`config.mk`:
```
export PLATFORM = sky130hd
export DESIGN_NAME = dram_axil_to_axi4_bridge
export DESIGN_NICKNAME = d
export VERILOG_FILES = /design/src/rtl/dram_axil_to_axi4_bridge.sv
export SDC_FILE = /design/constraint.sdc
export NUM_CORES = 1
export LEC_CHECK = 0
export ABC_AREA = 1
export CAP_MARGIN = 5
export CORE_UTILIZATION = 40
export CTS_BUF_LIST = sky130_fd_sc_hd__clkbuf_2
export DETAILED_ROUTE_END_ITERATION = 12
export GPL_TIMING_DRIVEN = 1
export MAX_ROUTING_LAYER = met4
export PLACE_DENSITY = 0.74
export SLEW_MARGIN = 40
export SYNTH_ARGS = -nofsm -noshare
export SYNTH_HDL_FRONTEND = slang
export SYNTH_SLANG_ARGS = --single-unit
```
`constraint.sdc`:
```
create_clock -name aclk -period 3.3 [get_ports aclk]
set_clock_uncertainty 0.05 [all_clocks]
set_input_delay 0.33 -clock aclk [delete_from_list [all_inputs] [get_ports aclk]]
set_output_delay 0.33 -clock aclk [all_outputs]
set_load 0.005 [all_outputs]
```
`src/rtl/dram_axil_to_axi4_bridge.sv`:
```
// AXI-Lite to Zynq HP0 AXI4 bridge: address relocation, 2-entry skids on
// all five channels, per-direction outstanding limits, sticky error flag.

module dram_axil_skid #(
  parameter int W = 32
) (
  input  logic         clk,
  input  logic         rst_n,
  input  logic [W-1:0] i_data,
  input  logic         i_valid,
  output logic         o_ready,
  output logic [W-1:0] o_data,
  output logic         o_valid,
  input  logic         i_ready
);
  logic [W-1:0] r_mem [2];
  logic         r_wp;
  logic         r_rp;
  logic [1:0]   r_cnt;
  logic         r_rdy;
  logic         w_push;
  logic         w_pop;
  logic [1:0]   w_cnt_nxt;

  assign w_push    = i_valid & r_rdy;
  assign w_pop     = (r_cnt != 2'd0) & i_ready;
  assign w_cnt_nxt = r_cnt + {1'b0, w_push} - {1'b0, w_pop};

  always_ff @(posedge clk or negedge rst_n) begin
    if (!rst_n) begin
      r_wp  <= 1'b0;
      r_rp  <= 1'b0;
      r_cnt <= 2'd0;
      r_rdy <= 1'b0;
    end else begin
      if (w_push) r_wp <= ~r_wp;
      if (w_pop) r_rp <= ~r_rp;
      r_cnt <= w_cnt_nxt;
      r_rdy <= (w_cnt_nxt != 2'd2);
    end
  end

  // payload storage needs no reset; valid is qualified by r_cnt
  always_ff @(posedge clk) begin
    if (w_push) r_mem[r_wp] <= i_data;
  end

  assign o_ready = r_rdy;
  assign o_valid = (r_cnt != 2'd0);
  assign o_data  = r_mem[r_rp];
endmodule

module dram_axil_to_axi4_bridge #(
  parameter int data_width_p      = 32,
  parameter int addr_width_p      = 32,
  parameter int max_outstanding_p = 4
) (
  input  logic                      aclk,
  input  logic                      aresetn,
  input  logic [addr_width_p-1:0]   dram_base_i,
  input  logic                      err_clr_i,
  output logic                      err_o,
  output logic [3:0]                wr_outstanding_o,
  output logic [3:0]                rd_outstanding_o,
  input  logic [addr_width_p-1:0]   s_axil_awaddr,
  input  logic                      s_axil_awvalid,
  output logic                      s_axil_awready,
  input  logic [data_width_p-1:0]   s_axil_wdata,
  input  logic [data_width_p/8-1:0] s_axil_wstrb,
  input  logic                      s_axil_wvalid,
  output logic                      s_axil_wready,
  output logic [1:0]                s_axil_bresp,
  output logic                      s_axil_bvalid,
  input  logic                      s_axil_bready,
  input  logic [addr_width_p-1:0]   s_axil_araddr,
  input  logic                      s_axil_arvalid,
  output logic                      s_axil_arready,
  output logic [data_width_p-1:0]   s_axil_rdata,
  output logic [1:0]                s_axil_rresp,
  output logic                      s_axil_rvalid,
  input  logic                      s_axil_rready,
  output logic [addr_width_p-1:0]   m_axi_awaddr,
  output logic                      m_axi_awvalid,
  input  logic                      m_axi_awready,
  output logic [data_width_p-1:0]   m_axi_wdata,
  output logic [data_width_p/8-1:0] m_axi_wstrb,
  output logic                      m_axi_wvalid,
  output logic                      m_axi_wlast,
  input  logic                      m_axi_wready,
  input  logic [1:0]                m_axi_bresp,
  input  logic                      m_axi_bvalid,
  output logic                      m_axi_bready,
  output logic [addr_width_p-1:0]   m_axi_araddr,
  output logic                      m_axi_arvalid,
  input  logic                      m_axi_arready,
  input  logic [data_width_p-1:0]   m_axi_rdata,
  input  logic [1:0]                m_axi_rresp,
  input  logic                      m_axi_rvalid,
  input  logic                      m_axi_rlast,
  output logic                      m_axi_rready
);
  localparam int          SW   = data_width_p / 8;
  localparam logic [3:0]  MAXO = 4'(max_outstanding_p);

  logic [3:0] r_wr_cnt;
  logic [3:0] r_rd_cnt;
  logic       r_err;
  logic       w_aw_v;
  logic       w_ar_v;
  logic       w_wr_full;
  logic       w_rd_full;
  logic       w_aw_hs;
  logic       w_ar_hs;
  logic       w_b_hs;
  logic       w_r_hs;
  logic       w_err_set;

  function automatic logic [3:0] f_cnt(
    input logic [3:0] c,
    input logic       inc,
    input logic       dec
  );
    logic [3:0] n;
    n = c;
    if (inc && !dec) n = c + 4'd1;
    else if (dec && !inc && c != 4'd0) n = c - 4'd1;
    return n;
  endfunction

  dram_axil_skid #(.W(addr_width_p)) u_aw (
    .clk(aclk), .rst_n(aresetn),
    .i_data(s_axil_awaddr + dram_base_i),
    .i_valid(s_axil_awvalid), .o_ready(s_axil_awready),
    .o_data(m_axi_awaddr), .o_valid(w_aw_v),
    .i_ready(m_axi_awready & ~w_wr_full)
  );

  dram_axil_skid #(.W(data_width_p + SW)) u_w (
    .clk(aclk), .rst_n(aresetn),
    .i_data({s_axil_wstrb, s_axil_wdata}),
    .i_valid(s_axil_wvalid), .o_ready(s_axil_wready),
    .o_data({m_axi_wstrb, m_axi_wdata}), .o_valid(m_axi_wvalid),
    .i_ready(m_axi_wready)
  );

  dram_axil_skid #(.W(2)) u_b (
    .clk(aclk), .rst_n(aresetn),
    .i_data(m_axi_bresp),
    .i_valid(m_axi_bvalid), .o_ready(m_axi_bready),
    .o_data(s_axil_bresp), .o_valid(s_axil_bvalid),
    .i_ready(s_axil_bready)
  );

  dram_axil_skid #(.W(addr_width_p)) u_ar (
    .clk(aclk), .rst_n(aresetn),
    .i_data(s_axil_araddr + dram_base_i),
    .i_valid(s_axil_arvalid), .o_ready(s_axil_arready),
    .o_data(m_axi_araddr), .o_valid(w_ar_v),
    .i_ready(m_axi_arready & ~w_rd_full)
  );

  dram_axil_skid #(.W(data_width_p + 2)) u_r (
    .clk(aclk), .rst_n(aresetn),
    .i_data({m_axi_rdata, m_axi_rresp}),
    .i_valid(m_axi_rvalid), .o_ready(m_axi_rready),
    .o_data({s_axil_rdata, s_axil_rresp}), .o_valid(s_axil_rvalid),
    .i_ready(s_axil_rready)
  );

  // address stays parked in the skid while the limit is reached
  assign w_wr_full     = (r_wr_cnt == MAXO);
  assign w_rd_full     = (r_rd_cnt == MAXO);
  assign m_axi_awvalid = w_aw_v & ~w_wr_full;
  assign m_axi_arvalid = w_ar_v & ~w_rd_full;
  assign m_axi_wlast   = 1'b1;

  assign w_aw_hs = m_axi_awvalid & m_axi_awready;
  assign w_ar_hs = m_axi_arvalid & m_axi_arready;
  assign w_b_hs  = m_axi_bvalid & m_axi_bready;
  assign w_r_hs  = m_axi_rvalid & m_axi_rready;

  assign w_err_set =
    (w_b_hs & ((m_axi_bresp != 2'b00) | (r_wr_cnt == 4'd0))) |
    (w_r_hs & ((m_axi_rresp != 2'b00) | ~m_axi_rlast |
               (r_rd_cnt == 4'd0)));

  always_ff @(posedge aclk or negedge aresetn) begin
    if (!aresetn) begin
      r_wr_cnt <= 4'd0;
      r_rd_cnt <= 4'd0;
      r_err    <= 1'b0;
    end else begin
      r_wr_cnt <= f_cnt(r_wr_cnt, w_aw_hs, w_b_hs);
      r_rd_cnt <= f_cnt(r_rd_cnt, w_ar_hs, w_r_hs);
      if (w_err_set) r_err <= 1'b1;
      else if (err_clr_i) r_err <= 1'b0;
    end
  end

  assign err_o            = r_err;
  assign wr_outstanding_o = r_wr_cnt;
  assign rd_outstanding_o = r_rd_cnt;
endmodule

```
* Yosys cells after proc, flatten, opt, wreduce, memory -nomap -nowiden *
Memory sizes are Yosys's and may differ from the RTL's.
Index checks and enable logic that the tools add are counted.

cells by class
  add/sub/neg operators = 16
  equality and inequality tests = 7
  mux-type cells = 16
  bitwise logic cells = 35
  reduce and logical (&&, ||, !) cells = 24

operators with widths
  operator                                              count
  adder 32 bit                                          2
  nonzero test 2 bit                                    10
  bitwise AND 1 bit                                     18
  two-way mux 4 bit                                     4
  NOT 1 bit                                             13
  two-way mux 1 bit                                     12
  adder 2 x 1 -> 2 bit                                  5
  != test 2 bit (second input constant)                 5
  subtractor 2 x 1 -> 2 bit                             5
  adder 4 x 1 -> 4 bit (second input constant)          2
  equality test 4 x 3 -> 1 bit (second input constant)  2
  logical NOT 4 bit                                     2
  nonzero test 4 bit                                    2
  subtractor 4 x 1 -> 4 bit (second input constant)     2
  logical AND 1 bit                                     6
  logical NOT 1 bit                                     4
  bitwise OR 1 bit                                      4

storage, ports and cells
  flip-flop bits (word level) = 34
  bits in writable memories = 272
  bits of input ports = 182
  memories = 5

memories
  name        depth  bits a word  read ports  clocked after memory_dff  write ports  RTL line  RTL
  u_w.r_mem   2      36           1           0                         1            16        logic [W-1:0] r_mem [2];
  u_r.r_mem   2      34           1           0                         1            16
  u_ar.r_mem  2      32           1           0                         1            16
  u_aw.r_mem  2      32           1           0                         1            16
  u_b.r_mem   2      2            1           0                         1            16

* Depth between registers and ports, before layout *
Gate-level depths: netlist of the first run.

  depth in word-level cells = 9
  mapped depth = 12

* Hierarchy *
Synthesis of the first run repeated with hierarchy kept, for this count alone.

unflattened totals
  cell total of the unflattened synthesis = 1943
  area total of the unflattened synthesis = 16797.4 um2

modules (own cells, without submodules)
  module                     instances  cells an instance  area an instance (um2)
  dram_axil_to_axi4_bridge   1          1070               5388.9
  dram_axil_skid (u_ar ...)  2          200                2625.0
  dram_axil_skid (u_w)       1          220                2900.3
  dram_axil_skid (u_r)       1          210                2830.2
  dram_axil_skid (u_b)       1          43                 427.9

* Worst setup path after synthesis of the first run *
No wires, ideal clock.

  kind = flip-flop to flip-flop
  start point = register u_w.r_rdy, in the netlist u_w.o_ready
  end point = memory u_w.r_mem[0][0] in the netlist's numbering, enable pin
  library setup time = 0.429 ns
  arrival = 1.981 ns
  data required time = 2.821 ns
  slack = 0.839 ns
  cell stages (with the launch flop) = 3
  cells stage by stage = dfrtp_1 nand2_1 nor2_1

on the way
  longest elaborated chain between the ends = 3

ends and longest elaborated chain
  item                                     RTL line  RTL
  start: declaration                       20        logic r_rdy;
  start signal: assignment                 39        r_rdy <= (w_cnt_nxt != 2'd2);
  bitwise AND 1 bit                        25        assign w_push = i_valid & r_rdy;
  two-way mux 1 bit                        45        if (w_push) r_mem[r_wp] <= i_data;
  two-way mux 1 bit (not written as such)  45
  end: declaration                         16

No other way between the ends.

* Worst setup path in the final report of the first run *
  start point = register u_aw.r_rp
  end point = output port m_axi_awaddr[25]

on the way
  longest elaborated chain between the ends = 1

ends and longest elaborated chain
  item                      RTL line  RTL
  start: declaration        18        logic r_rp;
  start signal: assignment  37        if (w_pop) r_rp <= ~r_rp;
  memory (2 x 32 bit)       n/a
  end: declaration          82        output logic [addr_width_p-1:0] m_axi_awaddr,

No other way between the ends.

==> results of run 1 <==
-- worst reg2reg max path: cells and delay by family, from the launching register on --
kind | cells | cell delay (ns)
AOI/OAI and AO/OA | 2 | 0.22
adders and majority gates | 1 | 0.32
buffers and inverters | 1 | 0.10
DFF | 1 | 0.48
and+or+nand+nor | 8 | 0.87
-- cell usage after synthesis (7+ instances only) --
cell type    n  area share
dfrtp_1     34       0.052
clkbuf_1    22      0.0051
nand2_1    892        0.21
nor2_1      96       0.022
or2_2        7      0.0027
nand4_1      8      0.0031
inv_1      260       0.060
nand2_2     17      0.0065
nand3_2      7      0.0043
edfxtp_1   272        0.50
ha_1        76       0.058
xor2_1      46       0.025
nor3_1      10      0.0031
xnor2_1     10      0.0054
a21oi_1     43       0.013
nand3_1     54       0.017
-- kinds of logic (layout without fill, tap and decap cells) --
kind of cell,after synthesis,after routing
AO/OA/AOI/OAI,54,54
XOR/XNOR,56,56
adder cells (fa/ha/maj),80,80
buffers and inverters,295,841
flip-flops,306,306
other,1,2
AND/OR/NAND/NOR,1096,1096
-- stage by stage --
stage           util  power, W  setup slack, ns
2_1_floorplan      -   0.00883            0.839
3_3_place_gp   0.509    0.0121            0.619
3_5_place_dp   0.509    0.0123            0.568
4_1_cts        0.549    0.0150           0.0485
5_1_grt        0.549    0.0160           0.0580
6_report       0.549    0.0149            0.250
-- area by class of cell --
type / instances / area [µm²]
Fill cell: 3450 / 18000
Antenna cell: 1 / 2.50
Tap cell: 525 / 657
Clock inverter: 23 / 140
Clock buffer: 118 / 591
Timing Repair Buffer: 434 / 4320
Sequential cell: 306 / 9020
Inverter: 266 / 1000
Multi-Input combinational cell: 1287 / 6170
-- registers in the layout (all words and copies together) (netlist names), 2 cells and up --
signal and count:
u_w.r_mem 72, u_r.r_mem 68, u_ar.r_mem 64, u_aw.r_mem 64, rd_outstanding_o 4, u_b.r_mem 4, wr_outstanding_o 4, u_ar.r_cnt 2
u_aw.r_cnt 2, u_b.r_cnt 2, u_r.r_cnt 2, u_w.r_cnt 2
-- where the power goes --
group          leakage, nW  switching [W]  internal, W
sequential            2.92       0.000333      0.00538
clock                0.543        0.00158      0.00104
combinational         7.00        0.00354      0.00302
total                 10.5        0.00545      0.00945
-- worst paths after layout --
kind | cells past startpoint | slack [ns] | startpoint | end
setup / recovery | 4 | 0.25 | u_aw.r_rp | m_axi_awaddr[25]
hold / removal | 3 | 0.13 | m_axi_rvalid | u_r.r_wp
setup reg to reg | 12 | 1.15 | wr_outstanding_o[0] | wr_outstanding_o[3]
hold reg to reg | 2 | 0.48 | rd_outstanding_o[3] | rd_outstanding_o[3]
max in group asynchronous | 4 | 2.59 | aresetn | u_r.r_cnt[0]
min in group asynchronous | 4 | 0.38 | aresetn | wr_outstanding_o[3]
-- per-layer routing --
layer | GRT usage | part of all wire | routed length [µm]
met1 | 0.278 | 0.40 | 19400
met2 | 0.408 | 0.49 | 23600
met3 | 0.0547 | 0.088 | 4260
met4 | 0.0717 | 0.019 | 937
met5 | - | 0 | 0
-- placed cells by master (no fill, tap or decap), drive strengths merged, types with 2 or more instances in the layout --
cell,Yosys,layout
a21o,3,3
a21oi,43,43
buf,7,15
clkbuf,22,118
clkdlybuf4s50,0,335
clkinv,3,19
clkinvlp,0,5
dfrtp,34,34
dlygate4sd3,0,84
edfxtp,272,272
fa,4,4
ha,76,76
inv,263,264
nand2,909,909
nand3,61,61
nand4,8,8
nor2,98,98
nor3,11,11
o21ai,2,2
o21bai,4,4
or2,9,9
xnor2,10,10
xor2,46,46
-- repair_timing --
item / CTS / global route
hold buffers: 85 / 0
hold endpoints to repair: 189 / 0
gates resized for setup: 0 / 1
endpoints found under the setup margin: 0 / 1
==> results.py, run 1 <==
metrics = {
    "run_status": {
        "outcome": "finished clean",
    },
    "placed_design": {
        "io_buffers": 336,
        "place_area_um2": 20300,
        "routabilityCongestion": 0.999,
        "hpwlAfterDp_mm": 35.8,
        "placedCellCount": 2733,
    },
    "drt": {
        "first_pass_iters": 5,
        "route.vias.total": 14100,
        "wl_mm": 48.3,
        "wire_per_inst_um": 16.3,
        "drc": 0,
        "drt-initial-drc-count": 803,
        "ant_nets": 0,
        "vias_per_cell": 4.78,
    },
    "sta": {
        "post-route-period-util": 0.924,
        "rsz0062_at_grt": "false",
        "fin_hold_ws_ns": 0.129,
        "worst_slew_pin_slew_ns": 0.671,
        "finalHoldViolations": 0,
        "min_period_ns": 3.05,
        "clock.fmax_mhz": 328,
        "relSlewSlack": 0.552,
        "slew_viol_final": 0,
        "setup_violations": 0,
        "fin_setup_tns_ns": 0,
    },
    "layout": {
        "drive_gt1_frac": 0.0781,
        "final_area_um2": 21900,
        "nNetsFinal": 2635,
        "post_layout_nonfiller_instances": 2960,
        "area_growth_pct": 34.5,
    },
    "synthesis": {
        "async_flop_share": 0.111,
        "synth_compound_area_frac": 0.0181,
        "yosys.area_share.adder": 0.0633,
        "synthesis.area_um2": 16300,
        "yosys.area_share.simple": 0.266,
        "ys_ff_latch": 306,
        "netlist-cell-type-count": 31,
        "syn-mean-instance-area_um2": 8.63,
        "muxShareOfSynthArea": 0,
        "synth_cells": 1888,
        "synth_top_family_by_area": "simple AND/OR/NAND/NOR gates",
        "synth-xor-area-share": 0.0301,
        "synth_edf_count": 272,
        "ys_warn_count": 0,
        "ys_seq_area_frac": 0.554,
        "syn_nets": 2150,
        "synth_flop_cell": "edfxtp_1",
    },
    "global_route": {
        "grt_pass1_vias": 14100,
        "globalRouteTotalUtil": 0.238,
        "grt_start_max_net_pins": 38,
        "overflow": 0,
        "antenna_found_initial": 1,
        "grt_pass1_wl_mm": 73.9,
    },
    "die": {
        "start_util": 0.408,
        "die_x_um": 204,
        "core_um2": 39900,
        "fp.dieH_um": 204,
        "die_area_um2": 41500,
        "ios": 338,
        "rows": 73,
    },
    "worst_setup_path": {
        "worst_path_max_delay_cell": "clkdlybuf4s50_1",
        "cp_top_family": "buffers and inverters",
        "critPathMaxFanout": 33,
        "cp_data_required_time_ns": 2.92,
        "cp_common_cell": "nand2_1",
        "worst-setup-path-type": "flip-flop to primary output",
        "critical_path.cell_chain": "clkinv_2 > nand2_1 > nand2_1 > clkdlybuf4s50_1",
        "max_stage_delay_ns": 0.49,
        "worst-path-buf-inv": 2,
        "arrival_ns": 2.67,
        "endpoint_kind": "primary output",
        "startpoint_type": "flip-flop",
    },
    "flow_run": {
        "max_cap_violations": 0,
    },
    "clock_network": {
        "cts-root-buf": "clkbuf_2",
        "htreeDepth": 3,
        "cts_made_buffers": 78,
        "clkLatencyLatePin_ns": 0.95,
        "cts_sinks": 306,
        "path_clk_slew_ns": 0.09,
        "clk_path_buf_depth": 3,
        "postCtsSetupBuffers": 0,
        "cts_tree": "yes",
    },
    "power": {
        "leakagePower_nw": 10.5,
        "pwr_density_cell_nw_per_um2": 680,
        "ir_drop_mv": 0.401,
    },
    "worst_hold_path": {
        "hold_class": "primary input to flip-flop",
    },
}
Note: power is estimated with default switching activity, not from simulation.
==> inputs of run 2 (changes only) <==
--- a/config.mk
+++ b/config.mk
@@ -7,8 +7,10 @@
 export LEC_CHECK = 0
 export ABC_AREA = 1
 export CAP_MARGIN = 5
+export CORE_ASPECT_RATIO = 1.4
 export CORE_UTILIZATION = 40
 export CTS_BUF_LIST = sky130_fd_sc_hd__clkbuf_2
+export CTS_CLUSTER_DIAMETER = 200
 export DETAILED_ROUTE_END_ITERATION = 12
 export GPL_TIMING_DRIVEN = 1
 export MAX_ROUTING_LAYER = met4
==> results.py, run 2 (synthesis gave the netlist of run 1 again) <==
metrics = {
    "run_status": {
        "outcome": "finished clean",
    },
    "worst_setup_path": {
        "cp_top_family": "buffers and inverters",
        "cp_data_required_time_ns": 2.92,
        "critPathMaxFanout": 22,
        "endpoint_kind": "primary output",
        "max_stage_delay_ns": 0.47,
        "worst_path_max_delay_cell": "clkdlybuf4s50_1",
        "reg2reg_depth": 12,
        "worst-setup-path-type": "flip-flop to primary output",
        "critical_path.cell_chain": "clkinv_1 > buf_4 > nand2_1 > nand2_1 > clkdlybuf4s50_1",
        "arrival_ns": 2.70,
        "reg2reg_slack_ns": 1.03,
        "cp_common_cell": "nand2_1",
        "r2r-end": "wr_outstanding_o[3]",
        "worst-path-buf-inv": 3,
        "startpoint_type": "flip-flop",
        "r2r-start": "wr_outstanding_o[1]",
    },
    "sta": {
        "setup_ws_ns": 0.218,
        "slew_viol_final": 0,
        "finalHoldViolations": 0,
        "rsz0062_at_grt": "false",
        "relSlewSlack": 0.551,
        "min_period_ns": 3.08,
        "setup_violations": 0,
        "worst_slew_pin_slew_ns": 0.672,
        "fin_setup_tns_ns": 0,
        "clock.fmax_mhz": 325,
        "post-route-period-util": 0.934,
    },
    "clock_network": {
        "cts_made_buffers": 72,
        "clkLatencyLatePin_ns": 0.87,
        "clk_path_buf_depth": 3,
        "cts-root-buf": "clkbuf_2",
        "path_clk_slew_ns": 0.11,
        "htreeDepth": 3,
        "cts_tree": "yes",
        "cts_sinks": 306,
    },
    "placed_design": {
        "place_area_um2": 20300,
        "hpwlAfterDp_mm": 38.4,
        "io_buffers": 336,
        "routabilityCongestion": 0.954,
        "placedCellCount": 2743,
        "pre_cts_ws_ns": 0.564,
    },
    "worst_hold_path": {
        "hold_path_end": "u_aw.r_rp",
        "hold_class": "primary input to flip-flop",
        "hp-start": "m_axi_awready",
        "hold_depth": 3,
    },
    "drt": {
        "drt-initial-drc-count": 769,
        "ant_nets": 0,
        "vias_per_cell": 4.72,
        "drc": 0,
        "first_pass_iters": 5,
        "wire_per_inst_um": 17.1,
        "wl_mm": 50.6,
        "route.vias.total": 14000,
    },
    "die": {
        "fp.dieH_um": 241,
        "start_util": 0.405,
        "die_area_um2": 41500,
        "ios": 338,
        "rows": 87,
        "die_x_um": 173,
        "core_um2": 40200,
    },
    "layout": {
        "final_util": 0.545,
        "fill_cells": 3550,
        "nNetsFinal": 2629,
        "final_area_um2": 21900,
        "post_layout_nonfiller_instances": 2957,
        "regMostFlops": "u_w.r_mem",
        "drive_gt1_frac": 0.0744,
        "reg_top3": "u_w.r_mem (72), u_r.r_mem (68)",
        "largest_reg_flops": 72,
        "area_growth_pct": 34.4,
        "mostFrequentLayoutCell": "nand2_1",
        "final_cell_mix": "nand2_1 (892), clkdlybuf4s50_1 (335), edfxtp_1 (272)",
    },
    "global_route": {
        "globalRouteTotalUtil": 0.251,
        "antenna_found_initial": 2,
        "grt_pass1_wl_mm": 76.7,
        "grt_start_max_net_pins": 38,
        "overflow": 0,
        "grt_pass1_vias": 14000,
    },
    "power": {
        "ir_drop_mv": 0.345,
        "leakagePower_nw": 10.4,
        "pwr_density_cell_nw_per_um2": 684,
    },
    "flow_run": {
        "max_cap_violations": 0,
    },
}
-- run 2: changes by cell type in the layout (fill, tap and decap cells not counted), sizes merged --
| cell | before | now |
|---|---|---|
| clkbuf | 118 | 105 |
| bufinv | 1 | 3 |
| dlygate4sd3 | 84 | 83 |
| clkinvlp | 5 | 2 |
| buf | 15 | 16 |
| diode | 1 | 3 |
-- run 2: through the flow --
step           hold WS (ns)  total power, W
2_1_floorplan       -0.0156         0.00883
3_3_place_gp          0.420          0.0123
3_5_place_dp          0.427          0.0124
4_1_cts             0.00203          0.0151
5_1_grt             0.00511          0.0160
6_report             0.0888          0.0150
-- run 2: how the worst max path moves through the flow --
stage | from | endpoint | cells past startpoint
final | u_r.r_rp | s_axil_rdata[18] | 5
after global routing | u_r.r_rp | s_axil_rdata[18] | 5
after CTS | u_r.r_rp | s_axil_rdata[18] | 5
after detailed placement | dram_base_i[17] | u_aw.r_mem[0][27] | 9
after global placement | dram_base_i[17] | u_aw.r_mem[0][19] | 9
after floorplan | u_w.o_ready | u_w.r_mem[0][0] | 2
-- run 2: metal layers --
layer	part of all wire	up-vias	routed length [µm]	track usage
met3	0.061	116	3080	0.0451
li1	-	6937	-	-
met5	0	-	0	-
met1	0.38	6365	19000	0.262
met4	0.043	0	2190	0.122
met2	0.52	545	26300	0.457
-- run 2: final cells by class --
class	instances	area [µm²]	area share
Multi-Input combinational cell	1287	6180	0.282
Antenna cell	3	7.51	0.000343
Timing Repair Buffer	434	4310	0.197
Tap cell	534	668	0.0305
Clock buffer	105	526	0.0240
Clock inverter	22	176	0.00806
Sequential cell	306	9020	0.412
Inverter	266	1000	0.0457
-- run 2: power breakdown --
group,total (W),leakage [nW],switching [W],internal (W)
Clock,0.00259,0.522,0.00150,0.00109
Sequential,0.00571,2.92,0.000328,0.00538
Combinational,0.00668,7.00,0.00365,0.00303
-- run 2: timing repair --
action | in CTS | in global routing
hold buffers | 82 | 2
endpoints found under the hold margin | 185 | 4
setup buffers | 0 | 0
gates resized for setup | 1 | 0
endpoints found under the setup margin | 24 | 0
-- run 2: worst register-to-register path, cell delays in order, from the launching register on --
cell     delay, ns
dfrtp_1       0.49
nor2_1        0.09
nand3_1       0.16
nand3_2       0.20
nor2_1        0.23
inv_2         0.10
ha_1          0.33
a21oi_1       0.14
nand2_1       0.10
nand2_1       0.10
o21ai_0       0.08
nand2_1       0.06
nand2_1       0.05
